===== config.mk =====
export PLATFORM = sky130hd
export DESIGN_NAME = align_seq
export DESIGN_NICKNAME = d
export VERILOG_FILES = /design/src/rtl/align_seq.sv
export SDC_FILE = /design/constraint.sdc
export NUM_CORES = 1
export LEC_CHECK = 0
export ABC_AREA = 0
export CAP_MARGIN = 20
export CORE_MARGIN = 2
export CORE_UTILIZATION = 60
export CTS_CLUSTER_DIAMETER = 40
export DETAILED_ROUTE_END_ITERATION = 7
export PLACE_DENSITY = 0.87
export RECOVER_POWER = 25
export SYNTH_ARGS = -nofsm -noshare
export SYNTH_HDL_FRONTEND = slang
export SYNTH_SLANG_ARGS = --single-unit

===== constraint.sdc =====
create_clock -name sys_clk -period 6.8 [get_ports sys_clk]
set_clock_uncertainty 0.1 [all_clocks]
set_input_delay 1.02 -clock sys_clk [delete_from_list [all_inputs] [get_ports sys_clk]]
set_output_delay 1.02 -clock sys_clk [all_outputs]
set_load 0.02 [all_outputs]

===== src/rtl/align_seq.sv =====
// align_seq: acquisition sequencer for the SDI word aligner and TRS detector.
// It resets the detector, pulses the aligner, then searches for consistent TRS.
// On a timed-out search it retries the align, and after MAX_RETRIES failed
// windows it parks in FAIL. While locked, a run of TRS errors forces re-acquisition.
//
// state  | meaning
// -------+-----------------------------------------------------------
// IDLE   | disabled, all counters clear
// DRST   | detector held in reset for SETTLE_CYCLES
// ALIGN  | align pulse to the aligner for ALIGN_PULSE cycles
// SEARCH | counting consecutive good TRS inside a CHECK_CYCLES window
// LOCKED | alignment declared, watching for consecutive TRS errors
// FAIL   | retries exhausted, held until enable_i drops
module align_seq #(
    parameter int SETTLE_CYCLES = 64,
    parameter int ALIGN_PULSE   = 5,
    parameter int CHECK_CYCLES  = 1024,
    parameter int LOCK_COUNT    = 4,
    parameter int ERR_LIMIT     = 3,
    parameter int MAX_RETRIES   = 15
) (
    input  logic       sys_clk,
    input  logic       sys_rst_n,
    input  logic       enable_i,
    input  logic       trs_valid_i,
    input  logic       trs_err_i,
    output logic       align_o,
    output logic       det_rst_o,
    output logic       locked_o,
    output logic       fail_o,
    output logic [7:0] retries_o,
    output logic [2:0] state_o
);

    // One shared down-counter times DRST, ALIGN and the SEARCH window.
    localparam int TMR_MAX0 = (SETTLE_CYCLES > ALIGN_PULSE) ? SETTLE_CYCLES : ALIGN_PULSE;
    localparam int TMR_MAX  = (TMR_MAX0 > CHECK_CYCLES) ? TMR_MAX0 : CHECK_CYCLES;
    localparam int TMR_W    = (TMR_MAX > 1) ? $clog2(TMR_MAX) : 1;
    localparam int GOOD_W   = $clog2(LOCK_COUNT + 1);
    localparam int ERR_W    = $clog2(ERR_LIMIT + 1);

    localparam logic [TMR_W-1:0]  SETTLE_LD = TMR_W'(SETTLE_CYCLES - 1);
    localparam logic [TMR_W-1:0]  ALIGN_LD  = TMR_W'(ALIGN_PULSE - 1);
    localparam logic [TMR_W-1:0]  CHECK_LD  = TMR_W'(CHECK_CYCLES - 1);
    localparam logic [GOOD_W-1:0] GOOD_TC   = GOOD_W'(LOCK_COUNT);
    localparam logic [ERR_W-1:0]  ERR_TC    = ERR_W'(ERR_LIMIT);
    localparam logic [7:0]        RETRY_TC  = 8'(MAX_RETRIES);

    typedef enum logic [2:0] {
        ST_IDLE   = 3'd0,
        ST_DRST   = 3'd1,
        ST_ALIGN  = 3'd2,
        ST_SEARCH = 3'd3,
        ST_LOCKED = 3'd4,
        ST_FAIL   = 3'd5
    } state_t;

    state_t            state_q,   state_d;
    logic [TMR_W-1:0]  tmr_q,     tmr_d;
    logic [GOOD_W-1:0] good_q,    good_d;
    logic [ERR_W-1:0]  err_q,     err_d;
    logic [7:0]        retries_q, retries_d;
    logic [GOOD_W-1:0] good_nx;
    logic [ERR_W-1:0]  err_nx;
    logic [7:0]        retry_nx;

    // State and counter registers with synchronous active-low reset.
    always_ff @(posedge sys_clk) begin
        if (!sys_rst_n) begin
            state_q   <= ST_IDLE;
            tmr_q     <= '0;
            good_q    <= '0;
            err_q     <= '0;
            retries_q <= '0;
        end else begin
            state_q   <= state_d;
            tmr_q     <= tmr_d;
            good_q    <= good_d;
            err_q     <= err_d;
            retries_q <= retries_d;
        end
    end

    // Next-state and counter update; enable_i low overrides every state.
    always_comb begin
        state_d   = state_q;
        tmr_d     = tmr_q;
        good_d    = good_q;
        err_d     = err_q;
        retries_d = retries_q;
        good_nx   = '0;
        err_nx    = '0;
        retry_nx  = '0;

        if (!enable_i) begin
            state_d   = ST_IDLE;
            tmr_d     = '0;
            good_d    = '0;
            err_d     = '0;
            retries_d = '0;
        end else begin
            case (state_q)
                ST_IDLE: begin
                    state_d   = ST_DRST;
                    tmr_d     = SETTLE_LD;
                    good_d    = '0;
                    err_d     = '0;
                    retries_d = '0;
                end
                ST_DRST: begin
                    if (tmr_q == '0) begin
                        state_d = ST_ALIGN;
                        tmr_d   = ALIGN_LD;
                    end else begin
                        tmr_d = tmr_q - TMR_W'(1);
                    end
                end
                ST_ALIGN: begin
                    if (tmr_q == '0) begin
                        state_d = ST_SEARCH;
                        tmr_d   = CHECK_LD;
                        good_d  = '0;
                    end else begin
                        tmr_d = tmr_q - TMR_W'(1);
                    end
                end
                ST_SEARCH: begin
                    // An error in the same cycle as a valid still breaks the run.
                    if (trs_err_i)
                        good_nx = '0;
                    else if (trs_valid_i)
                        good_nx = good_q + GOOD_W'(1);
                    else
                        good_nx = good_q;
                    good_d = good_nx;
                    // Lock wins over a window expiring on the same cycle.
                    if (good_nx == GOOD_TC) begin
                        state_d = ST_LOCKED;
                        err_d   = '0;
                    end else if (tmr_q == '0) begin
                        retry_nx  = (retries_q == 8'hFF) ? retries_q : retries_q + 8'd1;
                        retries_d = retry_nx;
                        if (retry_nx == RETRY_TC) begin
                            state_d = ST_FAIL;
                        end else begin
                            state_d = ST_ALIGN;
                            tmr_d   = ALIGN_LD;
                        end
                    end else begin
                        tmr_d = tmr_q - TMR_W'(1);
                    end
                end
                ST_LOCKED: begin
                    if (trs_err_i)
                        err_nx = err_q + ERR_W'(1);
                    else if (trs_valid_i)
                        err_nx = '0;
                    else
                        err_nx = err_q;
                    err_d = err_nx;
                    if (err_nx == ERR_TC) begin
                        state_d   = ST_DRST;
                        tmr_d     = SETTLE_LD;
                        err_d     = '0;
                        retries_d = '0;
                    end
                end
                ST_FAIL: begin
                    state_d = ST_FAIL;
                end
                default: begin
                    state_d = ST_IDLE;
                end
            endcase
        end
    end

    // Outputs decode straight from the state register.
    assign align_o   = (state_q == ST_ALIGN);
    assign det_rst_o = (state_q == ST_DRST);
    assign locked_o  = (state_q == ST_LOCKED);
    assign fail_o    = (state_q == ST_FAIL);
    assign retries_o = retries_q;
    assign state_o   = state_q;

endmodule


==> metrics.md <==
| Metric | Value |
|---|---|
| Die Span Y | 60.2 microns |
| FMAX | 294 MHz |
| Cells after Synth | 253 |
| Number of synthesized flops with an enable pin | 0 |
| Most frequent cells in the layout | nand2_1 (27), dfxtp_1 (26), nor2_1 (24) |
| Routed wire length | 4.75 mm |
| Synth Net Count | 262 |
| CTS max path bufs | 2 |
| Most frequent CP cell | a21oi_1 |
| GRT Overall Usage | 0.278 |
| Largest delay contributor family on the critical path | simple AND/OR/NAND/NOR gates |
| Main synth FF type | dfxtp_1 |
| Nets | 271 |
| Post-synthesis mux area share | 0.0264 |
| XOR/XNOR share of the synthesized area | 0.00925 |
| Crit path arrival time | 3500 ps |
| Post-Synth Simple-Gate Area | 0.349 |
| Grt met3 use | 0.0455 |
| Largest net degree at the start of global routing | 21 |
| Number of setup violations in the final report | 0 |
| Antenna violations before repair | 0 |
| Peak fanout along the critical path | 11 |
| Ys Warns | 0 |
| Post-DP HPWL | 3.36 mm |
| Buf+Inv Stages, Crit Path | 2 |
| TNS Setup | 0 ps |
| Tightest Pin Transition | 1000 ps |
| Placed insts | 301 |
| Critical path class | in -> reg |
| Final ANT Viol Nets | 0 |
| Largest family of logic cells by synthesized area | simple AND/OR/NAND/NOR gates |
| TritonCTS clock tree | yes |
| Final period util | 0.500 |
| Critical Path RT | 6900 ps |
| Commonest non-fill, non-tap cell in the layout | nand2_1 |
| Post_cts resized | 0 |
| Die width | 60.2 microns |
| Compound-gate portion of the synthesized area | 0.265 |
| Seq/Total Area, Yosys | 0.275 |
| Setup crit end kind | flop |
| Die Area | 0.00362 sq mm |
| Yosys reg bits | 26 |
| VDD IR max | 0.127 mV |
| RSZ-0062 raised after global routing | false |
| Initial DRC count | 143 |
| M1 GR Usage | 0.379 |
| Fin. Hold Viols | 0 |
| Synth unique cells | 55 |
| DR WL/cell | 15.6 microns |
| Slew Viols, Final | 0 |
| Initial core utilization | 0.626 |
| Crit path max-delay cell type | nor3_1 |
| RD Place Congestion | 0.864 |
| DR pass1 iterations | 4 |
| FFs w/ async S/R, synth | 0 |
| Num rows | 20 |
| Max_cap viols | 0 |
| Clock latency on the worst-skew pair | 330 ps |
| Share of cells above drive strength 1 | 0.0421 |
| Via Count | 1960 |
| Inserted Diodes | 0 |
| Max stage delay on crit path | 860 ps |
| First-pass GRT wire length | 7.82 mm |
| Setup crit start kind | primary input |
| Post-Synth Adder-Cell Area | 0.0264 |
| Netlist Area Pre-Place | 0.00189 sq mm |
| Outcome | complete, no violations |
| DRC | 0 |
| Cts bufs inserted | 3 |
| Post-CTS Repair Setup Buffers | 0 |
| Hold slack | 417 ps |
| Clk sinks | 26 |
| Cells along the critical path | clkdlybuf4s50_1, a21bo_2, a221oi_1, clkbuf_1, nor3_1, a21oi_1, o21ai_0, a21oi_1 |
| Vias in the first global route | 1711 |
| GRT busiest layer | met2 |
| Power Dens Cells | 144 mW/mm^2 |
| Syn Area/Cell | 7.49 sq um |
| Core ar. | 0.00303 sq mm |
| Vias/cell | 6.43 |
| Met2 global-route usage | 0.464 |
| Cell Count, Final, Fillers Out | 305 |
| Number of port buffers | 19 |
| Period minus WS final | 3400 ps |
| CTS Root Cell | clkbuf_4 |
| Worst slew margin | 0.326 |
| H-tree depth | 1 |
| Clock transition at the registers of the reported paths | 140 ps |
| IO Pins | 20 |
| Total power | 0.304 mW |
| Area grow syn2layout | 11.3% |
| Post-cts hold buffer count | 0 |
| Worst hold path class | reg -> reg |
| LEAKAGE | 0.736 nW |
| Global route overflow | 0 |
[power by group]
| part | leakage (nW) | switching [mW] | internal (mW) |
|---|---|---|---|
| Clock | 0.0210 | 0.0477 | 0.0328 |
| Sequential | 0.211 | 0.00729 | 0.157 |
| Combinational | 0.503 | 0.0368 | 0.0223 |
| Total | 0.736 | 0.0919 | 0.212 |
[worst min-delay path, delay by kind of cell, from the launching register on]
kind | cells | cell delay [ps]
compound gates | 2 | 130
flops | 1 | 360
[registers in the layout (all words and copies together) (netlist names)]
| signal | count |
|---|---|
| state_o | 3 |
| err_q | 2 |
| good_q | 3 |
| retries_o | 8 |
| tmr_q | 10 |
[per-layer routing]
layer	vias to the layer above	part of all wire
met5	-	0
met4	0	0.0078
met3	6	0.068
met2	76	0.48
met1	907	0.44
li1	971	-
[worst paths after layout]
path / cells past startpoint / endpoint / slack [ps] / from
max reg2reg: 6 / retries_o[1] / 3740 / tmr_q[8]
max: 8 / retries_o[1] / 3400 / trs_valid_i
min: 2 / tmr_q[3] / 420 / tmr_q[3]
min reg2reg: 2 / tmr_q[3] / 420 / tmr_q[3]
[cells in the mapped netlist (2+ instances only)]
cell type | number | area (sq um)
a211oi_1 | 5 | 37.5
a21oi_1 | 21 | 105
a22oi_1 | 3 | 22.5
a311oi_1 | 2 | 17.5
a31oi_1 | 4 | 25.0
a41oi_1 | 2 | 17.5
and2_1 | 5 | 31.3
and3_1 | 6 | 37.5
and4_1 | 4 | 35.0
and4b_1 | 2 | 20.0
buf_1 | 2 | 7.51
buf_2 | 3 | 15.0
buf_4 | 2 | 15.0
clkbuf_1 | 9 | 33.8
dfxtp_1 | 26 | 521
ha_1 | 4 | 50.1
inv_1 | 6 | 22.5
mux2i_1 | 5 | 50.1
nand2_1 | 27 | 101
nand2b_1 | 2 | 12.5
nand3_1 | 12 | 60.1
nand3b_1 | 3 | 22.5
nand4_1 | 3 | 18.8
nor2_1 | 24 | 90.1
nor2b_1 | 2 | 12.5
nor3_1 | 10 | 50.1
nor4_1 | 5 | 31.3
nor4b_1 | 3 | 26.3
o211ai_1 | 2 | 15.0
o21a_1 | 2 | 15.0
o21ai_0 | 13 | 65.1
o21ai_1 | 3 | 15.0
o22ai_1 | 2 | 12.5
o311ai_0 | 2 | 17.5
o31ai_1 | 5 | 37.5
or3_1 | 3 | 18.8
[cells by family after synthesis]
logic type	after synthesis
AND/OR/NAND/NOR	119
XOR/XNOR	2
AO/OA/AOI/OAI	75
adder cells (fa/ha/maj)	4
flip-flops	26
multiplexers	5
buffers and inverters	22
[per-stage QoR]
| step | utilization | instance area [sq um] | setup slack [ps] |
|---|---|---|---|
| finish | 0.696 | 2110 | 3400 |
| global route | 0.696 | 2110 | 3100 |
| CTS | 0.698 | 2110 | 3530 |
| detailed placement | 0.686 | 2080 | 3170 |
| global placement | 0.686 | 2080 | 3290 |
| floorplan | - | 1890 | 4130 |
[layout make-up]
type	instances	area, sq um
well taps	44	55.1
flip-flops and latches	26	520
multi-input cells	205	1280
repair buffers	20	194
inverters	6	22.5
clock buffers	4	36.3
fillers	267	920
Note: power is estimated with default switching activity, not from simulation.
